==> config.mk <==
export PLATFORM = sky130hd
export DESIGN_NAME = pipe_stage_skid
export DESIGN_NICKNAME = d
export VERILOG_FILES = /design/src/rtl/pipe_pkg.sv /design/src/rtl/pipe_slot_reg.sv /design/src/rtl/pipe_stage_skid.sv
export SDC_FILE = /design/constraint.sdc
export NUM_CORES = 1
export LEC_CHECK = 0
export CAP_MARGIN = 20
export CORE_MARGIN = 2
export CORE_UTILIZATION = 45
export CTS_CLUSTER_DIAMETER = 80
export DETAILED_ROUTE_END_ITERATION = 7
export PLACE_DENSITY = 0.73
export SYNTH_ARGS = -nofsm -noshare
export SYNTH_HDL_FRONTEND = slang
export SYNTH_SLANG_ARGS = --single-unit
export TNS_END_PERCENT = 1
==> constraint.sdc <==
create_clock -name Clk -period 8.66 [get_ports Clk]
set_clock_uncertainty 0.15 [all_clocks]
set_input_delay 1.299 -clock Clk [delete_from_list [all_inputs] [get_ports Clk]]
set_output_delay 1.299 -clock Clk [all_outputs]
set_load 0.01 [all_outputs]
==> src/rtl/pipe_pkg.sv <==
`default_nettype none
// ============================================================================
// Module      : pipe_pkg
// Description : Shared definitions for the elastic pipeline stage registers.
//               These are the occupancy-state encoding (the encoding equals
//               the number of held entries) and the MIPS nop payload used as
//               the idle value by the CPU instances.
// Revision    : 1.0 - initial release
// ============================================================================
package pipe_pkg;

    localparam int unsigned STATE_W = 2;

    // The state value is also the entry count, so Occupancy is the state itself.
    localparam logic [STATE_W-1:0] ST_EMPTY = 2'd0;
    localparam logic [STATE_W-1:0] ST_ONE   = 2'd1;
    localparam logic [STATE_W-1:0] ST_TWO   = 2'd2;

    localparam logic [31:0] MIPS_NOP = 32'h0000_0000;

endpackage : pipe_pkg
`default_nettype wire

==> src/rtl/pipe_slot_reg.sv <==
`default_nettype none
// ============================================================================
// Module      : pipe_slot_reg
// Description : One payload slot of the skid stage. This is a WIDTH-bit
//               register with a load and a clear-to-idle-value control.
//               Priority: Reset > clear > load > hold.
// Ports       : Clk, Reset   - clock and synchronous active-high reset
//               clear        - force the slot to NOP_VAL
//               load         - capture d
//               d / q        - payload in / held payload out
// Revision    : 1.0 - initial release
// ============================================================================
module pipe_slot_reg #(
    parameter int unsigned      WIDTH   = 32,
    parameter logic [WIDTH-1:0] NOP_VAL = '0
) (
    input  logic             Clk,
    input  logic             Reset,
    input  logic             clear,
    input  logic             load,
    input  logic [WIDTH-1:0] d,
    output logic [WIDTH-1:0] q
);

    always_ff @(posedge Clk) begin
        if (Reset) begin
            q <= NOP_VAL;
        end else if (clear) begin
            q <= NOP_VAL;
        end else if (load) begin
            q <= d;
        end
    end

endmodule : pipe_slot_reg
`default_nettype wire

==> src/rtl/pipe_stage_skid.sv <==
`default_nettype none
// ============================================================================
// Module      : pipe_stage_skid
// Description : Elastic pipeline stage register with a valid/ready handshake,
//               a 2-entry skid buffer (main + skid slot), flush, and a
//               saturating count of entries discarded by flush.
//               In_Ready is decoded from the registered state only, so no
//               combinational path runs from Out_Ready to In_Ready.
// Ports       : Clk, Reset             - clock, sync active-high reset
//               Flush                  - discard held and incoming entries
//               In_Valid/In_Ready/In_Data    - upstream handshake + payload
//               Out_Valid/Out_Ready/Out_Data - downstream handshake + payload
//               Occupancy              - entries held (0..2)
//               Drop_Count             - saturating flush-drop counter
// Revision    : 1.0 - initial release
// ============================================================================
module pipe_stage_skid
    import pipe_pkg::*;
#(
    parameter int unsigned      WIDTH   = 32,
    parameter logic [WIDTH-1:0] NOP_VAL = WIDTH'(MIPS_NOP),
    parameter int unsigned      CNT_W   = 8
) (
    input  logic             Clk,
    input  logic             Reset,
    input  logic             Flush,
    input  logic             In_Valid,
    output logic             In_Ready,
    input  logic [WIDTH-1:0] In_Data,
    output logic             Out_Valid,
    input  logic             Out_Ready,
    output logic [WIDTH-1:0] Out_Data,
    output logic [1:0]       Occupancy,
    output logic [CNT_W-1:0] Drop_Count
);

    localparam int unsigned        SUM_W    = CNT_W + 2;
    localparam logic [SUM_W-1:0]   DROP_MAX = {2'b00, {CNT_W{1'b1}}};

    logic [STATE_W-1:0] state;
    logic [STATE_W-1:0] state_nxt;

    logic             in_fire;
    logic             out_fire;

    logic             main_load;
    logic             main_clear;
    logic             main_from_skid;
    logic [WIDTH-1:0] main_d;
    logic [WIDTH-1:0] main_q;

    logic             skid_load;
    logic             skid_clear;
    logic [WIDTH-1:0] skid_q;

    logic [SUM_W-1:0] drop_sum;

    // ------------------------------------------------------------------------
    // Handshake decode from registered state
    // ------------------------------------------------------------------------
    assign In_Ready  = (state != ST_TWO);
    assign Out_Valid = (state != ST_EMPTY);
    assign in_fire   = In_Valid & In_Ready;
    assign out_fire  = Out_Valid & Out_Ready;
    assign Occupancy = state;

    // Main slot is cleared whenever the stage drains, so it already reads
    // NOP_VAL while Out_Valid is low.
    assign Out_Data  = main_q;

    // ------------------------------------------------------------------------
    // Next-state and slot control
    // ------------------------------------------------------------------------
    always_comb begin
        state_nxt      = state;
        main_load      = 1'b0;
        main_clear     = 1'b0;
        main_from_skid = 1'b0;
        skid_load      = 1'b0;
        skid_clear     = 1'b0;

        if (Flush) begin
            // Upstream still sees its handshake complete; the beat is dropped.
            state_nxt  = ST_EMPTY;
            main_clear = 1'b1;
            skid_clear = 1'b1;
        end else begin
            case (state)
                ST_EMPTY: begin
                    if (in_fire) begin
                        state_nxt = ST_ONE;
                        main_load = 1'b1;
                    end
                end
                ST_ONE: begin
                    if (in_fire && out_fire) begin
                        main_load = 1'b1;
                    end else if (in_fire) begin
                        // Stage fills; In_Ready drops next cycle.
                        state_nxt = ST_TWO;
                        skid_load = 1'b1;
                    end else if (out_fire) begin
                        state_nxt  = ST_EMPTY;
                        main_clear = 1'b1;
                    end
                end
                ST_TWO: begin
                    // In_Ready is low here, so only the drain side can fire.
                    if (out_fire) begin
                        state_nxt      = ST_ONE;
                        main_load      = 1'b1;
                        main_from_skid = 1'b1;
                        skid_clear     = 1'b1;
                    end
                end
                default: begin
                    state_nxt  = ST_EMPTY;
                    main_clear = 1'b1;
                    skid_clear = 1'b1;
                end
            endcase
        end
    end

    assign main_d = main_from_skid ? skid_q : In_Data;

    always_ff @(posedge Clk) begin
        if (Reset) begin
            state <= ST_EMPTY;
        end else begin
            state <= state_nxt;
        end
    end

    // ------------------------------------------------------------------------
    // Payload slots
    // ------------------------------------------------------------------------
    pipe_slot_reg #(
        .WIDTH   (WIDTH),
        .NOP_VAL (NOP_VAL)
    ) u_main_slot (
        .Clk   (Clk),
        .Reset (Reset),
        .clear (main_clear),
        .load  (main_load),
        .d     (main_d),
        .q     (main_q)
    );

    pipe_slot_reg #(
        .WIDTH   (WIDTH),
        .NOP_VAL (NOP_VAL)
    ) u_skid_slot (
        .Clk   (Clk),
        .Reset (Reset),
        .clear (skid_clear),
        .load  (skid_load),
        .d     (In_Data),
        .q     (skid_q)
    );

    // ------------------------------------------------------------------------
    // Flush-drop counter. Entries lost = held + accepted - delivered. The
    // subtraction cannot underflow: out_fire implies at least one held entry.
    // ------------------------------------------------------------------------
    assign drop_sum = {2'b00, Drop_Count}
                    + {{CNT_W{1'b0}}, Occupancy}
                    + {{(CNT_W + 1){1'b0}}, in_fire}
                    - {{(CNT_W + 1){1'b0}}, out_fire};

    always_ff @(posedge Clk) begin
        if (Reset) begin
            Drop_Count <= '0;
        end else if (Flush) begin
            if (drop_sum > DROP_MAX) begin
                Drop_Count <= {CNT_W{1'b1}};
            end else begin
                Drop_Count <= drop_sum[CNT_W-1:0];
            end
        end
    end

endmodule : pipe_stage_skid
`default_nettype wire
==> flow_summary.ini <==
[status]
status = completed

[yosys]
syn_area_per_cell_um2 = 9.03
syn-num-nets = 452
synthFlopType = dfxtp_1
netlist_top_cells_area = dfxtp_1 (41%), a211oi_2 (10%), mux2i_1 (9.1%), nand2_1 (7.2%), a21oi_1 (5.1%)
async_reset_ff_share_pct = 0
synth_seq_cells = 74
yosysSeqAreaShare_pct = 40.7
synth_most_common_cell = dfxtp_1
synth_cell_type_count = 43
synthCells = 403
yosys_warnings = 0
synth_edf_count = 0
yosysTopAreaCell = dfxtp_1
ys_top_cells_by_count = dfxtp_1 (74), nand2_1 (70), nor2_1 (44)
yosysTopAreaCellShare_pct = 40.7
synth_area_mm2 = 0.00364

[timing]
hold_viol_final = 0
min_period_over_period_pct = 48.2
worst_pin_slew_ns = 0.955
drv_slew = 0
fmax_ghz = 0.240
fin_crit_ns = 4.17
rsz0062_at_grt = false
maxSlewHeadroom_pct = 36.1
holdWs_ns = 0.305
setup_violations = 0
tns_ns = 0

[pwr]
pwr-share-seq_pct = 38.6
p_switching_mw = 0.291
irDropWorstVdd_uv = 147
p_per_area_mw_per_mm2 = 204
internal_power_mw = 0.681
power.share.clock_pct = 33.2
p_total_mw = 0.973
switching_share_pct = 30.0
power.leakage_nw = 1.58
power_frac_comb_pct = 28.3

[floorplanning]
die_h_um = 93.9
ios = 81
core_area_mm2 = 0.00777
rows = 32
dieArea_mm2 = 0.00882
die_w_um = 93.9
start_util_pct = 46.8

[clocking]
cts_tree = done
clockRootBuffer = clkbuf_8
clock_sinks = 74
cts_resized = 0
cts_setup_buffers = 0
numCtsBuffers = 9
clockBufferDepth = 2
clk_pin_slew_worst_paths_ns = 0.07
clk-insertion-delay-late_ns = 0.34
h-tree-depth = 3
cts_hold_buf = 0

[worst_setup_path]
crit_arrival_ns = 4.22
cp_max_fo = 7
worstPathRequired_ns = 8.71
crit_type = in -> reg
critPathLaunchType = input pin
worstSetupEndpointType = flop

[run]
cap_violations = 0

[final_layout]
antennaDiodeCount = 0
syn_to_final_growth_pct = 30.8
drive_gt1_share_pct = 13.0
finalNetCount = 522
post-route-util_pct = 61.3
final_area_mm2 = 0.00476

[drt]
vias = 3029
drtIter0Drc = 100
wirelength_um = 7890
postRouteAntennaNets = 0
drc = 0
first_pass_iters = 4
drt-wirelength-per-cell_um = 13.6
viasPerCell = 5.22

[grt]
grt_use_met2_pct = 30.8
grt-busiest-layer = met2
grt_pass1_vias = 2882
use_met3_pct = 4.01
grt_usage_pct = 18.8
use_met1_pct = 24.5
overflow = 0
grt_pass1_wl_um = 13200
antenna_found_initial = 0
grt_max_degree = 35

[placed_design]
routabilityCongestion = 0.873
dp_hpwl_um = 5480
io_buffers = 80
dpl-instance-area_mm2 = 0.00449

[min_path]
hold_class = reg -> reg
-- path summary, 6_finish.rpt --
path / slack, ns / endpoint / cells after the start / start
max: 4.49 / Drop_Count[1] / 12 / Out_Ready
min: 0.30 / u_skid_slot.q[28] / 2 / u_skid_slot.q[28]
max reg2reg: 5.20 / Drop_Count[1] / 12 / Occupancy[0]
min reg2reg: 0.30 / u_skid_slot.q[28] / 2 / u_skid_slot.q[28]
-- power groups by stage --
stage	combinational, mW	sequential, mW	clock (mW)
after global placement	0.264	0.382	0
after CTS	0.275	0.375	0.329
after detailed placement	0.274	0.382	0
final	0.275	0.375	0.323
after floorplan	0.178	0.386	0
after global routing	0.302	0.378	0.347
-- area by class of cell --
| class | count | area [um2] |
|---|---|---|
| Multi-Input combinational cell | 284 | 1940 |
| Inverter | 19 | 71.3 |
| Timing Repair Buffer | 85 | 898 |
| Clock buffer | 10 | 128 |
| Clock inverter | 6 | 114 |
| Fill cell | 691 | 3010 |
| Sequential cell | 74 | 1480 |
| Tap cell | 102 | 128 |
-- state kept, by name, summed over array words and instances (netlist names) --
| signal | cells |
|---|---|
| Drop_Count | 8 |
| Occupancy | 2 |
| u_main_slot.q | 32 |
| u_skid_slot.q | 32 |
-- worst max-delay path: stages --
cell and delay, ns:
clkdlybuf4s50_1 0.50, and2_1 0.19, ha_1 0.26, inv_1 0.06, fa_1 0.20, inv_1 0.06, fa_1 0.39, and2b_2 0.24
o2111ai_2 0.15, and4_2 0.30, nor4_4 0.41, a211oi_1 0.15
-- metal layers --
| layer | share of wire (%) | vias up |
|---|---|---|
| met2 | 47 | 62 |
| met3 | 4.2 | 8 |
| li1 | - | 1519 |
| met5 | 0 | - |
| met4 | 0.92 | 0 |
| met1 | 48 | 1440 |
-- cells by family (layout without fill, tap and decap cells) --
kind of cell / after synthesis / count (layout) / share of synthesized area (%)
and+or+nand+nor: 135 / 135 / 16.3
AOI/OAI and AO/OA: 98 / 98 / 21.4
DFF: 74 / 74 / 40.7
buffers and inverters: 45 / 120 / 6.43
muxes: 34 / 34 / 9.39
adders and majority gates: 12 / 12 / 4.54
xor gates and xnor gates: 5 / 5 / 1.20
-- metrics by stage --
stage                     setup WS, ns  cells
after floorplan                   4.96    403
after global placement            4.25    561
after detailed placement          4.14    563
after CTS                         4.50    579
after global routing              4.31    580
final                             4.49    580
-- placed cells by master, fill, tap and decap left out, types with 3 or more instances in the layout --
cell	instances
clkbuf_8	9
a211oi_1	10
o21ai_0	8
inv_1	18
nor2_1	44
a21oi_1	37
nand2_1	69
xnor2_1	3
buf_16	3
and2_1	3
bufinv_16	3
a211oi_2	30
dfxtp_1	74
clkdlybuf4s50_1	80
nor2b_1	3
nand2b_1	4
mux2i_1	33
ha_1	10
No activity file was read; power rests on OpenSTA's default activity.
